$ cat src/rtl/config_loader.sv
// Layer configuration loader: turns a header+payload word stream into per-word
// configuration writes addressed to one neuron's weight or bias memory.
module config_loader #(
   parameter int NUM_LAYERS  = 4,
   parameter int NUM_NEURONS = 30,
   parameter int MAX_WORDS   = 784
) (
   input  logic        clk,
   input  logic        rst,
   input  logic        cfg_start,
   input  logic        cfg_clear_err,
   input  logic [31:0] s_data,
   input  logic        s_valid,
   output logic        s_ready,
   output logic [31:0] config_in,
   output logic        config_valid,
   output logic        config_type,
   output logic [1:0]  config_layer_num,
   output logic [4:0]  config_neuron_num,
   output logic        cfg_busy,
   output logic        cfg_done,
   output logic        cfg_err,
   output logic [15:0] blocks_loaded
);

   typedef enum logic [2:0] {
      IDLE,
      HDR,
      LOAD,
      DISCARD,
      DONE
   } state_t;

   state_t      state_q, state_d;
   logic [15:0] remaining_q, remaining_d;
   logic [31:0] configIn_q, configIn_d;
   logic        configValid_q, configValid_d;
   logic        configType_q, configType_d;
   logic [1:0]  layerNum_q, layerNum_d;
   logic [4:0]  neuronNum_q, neuronNum_d;
   logic        err_q, err_d;
   logic [15:0] blocks_q, blocks_d;

   logic        beatAccepted;
   logic        errSet;
   logic        hdrType;
   logic [1:0]  hdrLayer;
   logic [4:0]  hdrNeuron;
   logic [7:0]  hdrOpcode;
   logic [15:0] hdrCount;
   logic        addrOk;
   logic        lenOk;
   logic        hdrError;

   assign s_ready      = (state_q == HDR) || (state_q == LOAD) || (state_q == DISCARD);
   assign beatAccepted = s_valid && s_ready;

   assign hdrType   = s_data[31];
   assign hdrLayer  = s_data[30:29];
   assign hdrNeuron = s_data[28:24];
   assign hdrOpcode = s_data[23:16];
   assign hdrCount  = s_data[15:0];

   assign addrOk   = ({30'd0, hdrLayer} < NUM_LAYERS) && ({27'd0, hdrNeuron} < NUM_NEURONS);
   assign lenOk    = ({16'd0, hdrCount} <= MAX_WORDS);
   // END headers are never errors; any other header must be a well-formed LOAD
   assign hdrError = (hdrOpcode != 8'hFF) && ((hdrOpcode != 8'h00) || !addrOk || !lenOk);

   always_comb begin
      state_d       = state_q;
      remaining_d   = remaining_q;
      configIn_d    = configIn_q;
      configValid_d = 1'b0;
      configType_d  = configType_q;
      layerNum_d    = layerNum_q;
      neuronNum_d   = neuronNum_q;
      blocks_d      = blocks_q;
      errSet        = 1'b0;

      case (state_q)
         IDLE, DONE: begin
            if (cfg_start) begin
               state_d = HDR;
            end
         end
         HDR: begin
            if (beatAccepted) begin
               if (hdrOpcode == 8'hFF) begin
                  state_d = DONE;
               end else if (hdrError) begin
                  // Rejected blocks still carry their payload, which must be drained
                  errSet      = 1'b1;
                  remaining_d = hdrCount;
                  state_d     = (hdrCount != 16'd0) ? DISCARD : HDR;
               end else if (hdrCount != 16'd0) begin
                  configType_d = hdrType;
                  layerNum_d   = hdrLayer;
                  neuronNum_d  = hdrNeuron;
                  remaining_d  = hdrCount;
                  state_d      = LOAD;
               end
            end
         end
         LOAD: begin
            if (beatAccepted) begin
               configIn_d    = s_data;
               configValid_d = 1'b1;
               remaining_d   = remaining_q - 16'd1;
               if (remaining_q == 16'd1) begin
                  blocks_d = blocks_q + 16'd1;
                  state_d  = HDR;
               end
            end
         end
         DISCARD: begin
            if (beatAccepted) begin
               remaining_d = remaining_q - 16'd1;
               if (remaining_q == 16'd1) begin
                  state_d = HDR;
               end
            end
         end
         default: begin
            state_d = IDLE;
         end
      endcase

      if (errSet) begin
         err_d = 1'b1;
      end else if (cfg_clear_err) begin
         err_d = 1'b0;
      end else begin
         err_d = err_q;
      end
   end

   always_ff @(posedge clk or negedge rst) begin
      if (!rst) begin
         state_q       <= IDLE;
         remaining_q   <= 16'd0;
         configIn_q    <= 32'd0;
         configValid_q <= 1'b0;
         configType_q  <= 1'b0;
         layerNum_q    <= 2'd0;
         neuronNum_q   <= 5'd0;
         err_q         <= 1'b0;
         blocks_q      <= 16'd0;
      end else begin
         state_q       <= state_d;
         remaining_q   <= remaining_d;
         configIn_q    <= configIn_d;
         configValid_q <= configValid_d;
         configType_q  <= configType_d;
         layerNum_q    <= layerNum_d;
         neuronNum_q   <= neuronNum_d;
         err_q         <= err_d;
         blocks_q      <= blocks_d;
      end
   end

   assign config_in         = configIn_q;
   assign config_valid      = configValid_q;
   assign config_type       = configType_q;
   assign config_layer_num  = layerNum_q;
   assign config_neuron_num = neuronNum_q;
   assign cfg_busy          = s_ready;
   assign cfg_done          = (state_q == DONE);
   assign cfg_err           = err_q;
   assign blocks_loaded     = blocks_q;

endmodule

$ cat config.mk
export PLATFORM = sky130hd
export DESIGN_NAME = config_loader
export DESIGN_NICKNAME = d
export VERILOG_FILES = /design/src/rtl/config_loader.sv
export SDC_FILE = /design/constraint.sdc
export NUM_CORES = 1
export LEC_CHECK = 0
export BUFFER_PORTS_ARGS = -buffer_cell sky130_fd_sc_hd__buf_2
export CAP_MARGIN = 20
export CORE_ASPECT_RATIO = 1.1
export CORE_UTILIZATION = 46
export CTS_CLUSTER_DIAMETER = 100
export DETAILED_ROUTE_END_ITERATION = 10
export PLACE_DENSITY = 0.69
export SLEW_MARGIN = 20
export SYNTH_ARGS = -nofsm -noshare
export SYNTH_HDL_FRONTEND = slang
export SYNTH_SLANG_ARGS = --single-unit
$ cat constraint.sdc
create_clock -name clk -period 4.2 [get_ports clk]
set_input_delay 0.42 -clock clk [delete_from_list [all_inputs] [get_ports clk]]
set_output_delay 0.42 -clock clk [all_outputs]
set_load 0.01 [all_outputs]
==> out/results.ini <==
[setup_path]
crit-reg2reg-launch=state_q[2]
crit_path_start_kind=register
cp_common_cell=buf_4
reg2regPathDepth=9
worst_path_max_delay_cell=dfrtp_1
critPathBufInv=3
crit_chain=and2b_1 > buf_4 > nand3_4 > inv_2 > buf_4 > nand4_1 > or3_1 > nor3_2 > xor2_1
cp_max_fo=34
path_class=reg -> reg
cp.arrival_ns=2.87
rrSetupSlack_ns=1.61
rr_endpoint=blocks_loaded[13]
max_stage_delay_ns=0.46
path_delay_family=simple AND/OR/NAND/NOR gates
endpoint_kind=register
cp.required_ns=4.48

[sta]
finalCriticalPeriod_ns=2.59
drv_slew=0
fin_worst_skew_ns=0.00853
rsz0062_at_grt=no
finalHoldViolCount=0
fin_setup_tns_ns=0
worst_pin_slew_ns=0.987
max_freq_mhz=385
slew-limit-headroom_pct=34.2
fin_crit_sh_pct=61.8
fin_ws_ns=1.61
setup-violations-final=0

[cts]
post_cts_buffers=0
postCtsResizedCells=0
tritoncts=done
path_clk_slew_ns=0.08
htree_num_levels=3
cts_max_path_buffers=2
cts_made_buffers=9
cts_hold_buffers=0
clock-root-buffer=clkbuf_8
clock_latency_ns=0.35
cts_sinks=77

[logic_synthesis]
synth_seq_cells=77
synth-main-ff-cell=dfrtp_1
seq_area_frac_synth_pct=51.5
async_flop_share_pct=100
yosysWarningCount=0
syn-num-nets=381
ys_types=49
synth_enable_flop_cells=0
netlist_area_um2=3740
synth_cells=341
syn_area_per_cell_um2=11.0

[power_and_ir_drop]
p_leak_nw=2.26
powerDensity_nw_per_um2=399
max-vdd-ir-drop_mv=0.223

[worst_hold_path]
min_path_type=in -> async

[placed_design]
dp_cells=534
hpwl_um=6400
port_buffers=97
pre_cts_slack_ns=1.47
routabilityCongestion=0.879

[die]
core_um2=7910
ios=98
die_w_um=88.0
die_y_um=96.6
die-area_um2=8490
initial_core_util_pct=47.2
rows=34

[route]
vias=3076
drt-initial-drc-count=251
drcViolationCount=0
vias_per_cell=5.59
drt_wl_total_um=9000
drtPass1Iterations=5
wl_per_cell_um=16.4
ant_nets=0

[cells_and_area]
drive_gt1_share_pct=38.2
final_common_cell=buf_2
mostFrequentLayoutCells=buf_2, dfrtp_1, mux2_2
final_nets=477
postLayoutCoreUtil_pct=57.2
fin_cells=550
area_growth_pct=21.1
diodes=0

[global_routing]
grt_pass1_vias=2926
antenna_found_initial=0
gr-total-overflow=0
grt_max_degree=78
grt_use_total_pct=22.3
grt_pass1_wl_um=14400

[job]
cap_violations=0

[status]
status=complete, no violations

[state kept, by name, indices dropped and copies added, names as in the netlist]
name               count
cfg_err                1
config_layer_num       2
remaining_q           16
config_neuron_num      5
config_valid           1
config_type            1
state_q                3
blocks_loaded         16
config_in             32
[cell usage after synthesis (2+ instances only)]
library cell	number	share of area [%]
dfrtp_1	77	52
mux2_2	41	12
nor2_1	32	3.2
nand2_1	22	2.2
a21oi_1	17	2.3
nor3_1	14	1.9
xnor2_1	10	2.3
clkbuf_1	9	0.90
nand4_1	9	1.5
o21ai_0	9	1.2
o22a_1	9	2.1
inv_1	7	0.70
nor4_1	7	1.2
a31oi_1	6	1.0
a22oi_1	5	1.0
xor2_1	5	1.2
and2_1	4	0.67
and3_1	4	0.67
nand3_1	4	0.54
o31ai_1	4	0.80
buf_4	3	0.60
ha_1	3	1.0
o22ai_1	3	0.50
or2_2	3	0.50
a41oi_1	2	0.47
and4_1	2	0.47
nor3_2	2	0.54
nor3b_1	2	0.40
nor4_2	2	0.67
o211ai_1	2	0.40
o2bb2ai_1	2	0.47
or3_1	2	0.33
or3b_2	2	0.47
[power breakdown]
part	switching [mW]	internal [mW]	total (mW)
combinational	0.161	0.121	0.282
clock	0.288	0.338	0.625
sequential	0.0875	0.813	0.900
total	0.537	1.27	1.81
[per-stage QoR]
step	instance area (um^2)	hold WS, ns	power, mW
finish	4530	0.233	1.81
CTS	4530	0.259	1.81
global placement	4310	0.465	1.19
global route	4530	0.268	1.89
detailed placement	4310	0.466	1.19
floorplan	3740	0.124	1.09
[routing by layer]
metal	vias to the layer above	share of wire [%]	track usage, %	wire [um]
met1	1493	45	29.6	4010
met3	14	7.2	5.61	649
met4	0	1.9	8.74	170
met2	122	46	35.0	4180
met5	-	0	0	0
li1	1447	-	-	-
[final cells by class]
cell class	instances	area, um^2
clock buffer	11	131
clock inverter	5	83.8
fill	722	3390
inverter	8	30.0
multi-input combinational	242	1720
sequential	77	1930
tap	108	135
timing repair buffer	99	503
[worst register-to-register path, cell delays in order, from the launching register on]
cell     delay, ns
dfrtp_1       0.46
and2b_1       0.22
buf_4         0.26
nand3_4       0.13
inv_2         0.06
buf_4         0.38
nand4_1       0.17
or3_1         0.44
nor3_2        0.24
xor2_1        0.17
[logic make-up after synthesis]
group	count (synthesis)	share of synthesized area (%)
AND/OR/NAND/NOR	117	16.9
AO/OA/AOI/OAI	66	12.1
adder cells (fa/ha/maj)	3	1.00
XOR/XNOR	15	3.51
multiplexers	41	12.3
flip-flops	77	51.5
buffers and inverters	22	2.58
[worst max path at each step]
stage / from / end / cells past startpoint
3_5_place_dp: s_data[14] / remaining_q[11] / 6
3_3_place_gp: state_q[2] / blocks_loaded[13] / 9
6_report: state_q[2] / blocks_loaded[13] / 9
5_1_grt: state_q[2] / blocks_loaded[13] / 9
2_1_floorplan: remaining_q[1] / config_layer_num[0] / 7
4_1_cts: state_q[2] / blocks_loaded[13] / 9
Note: power is estimated with default switching activity, not from simulation.
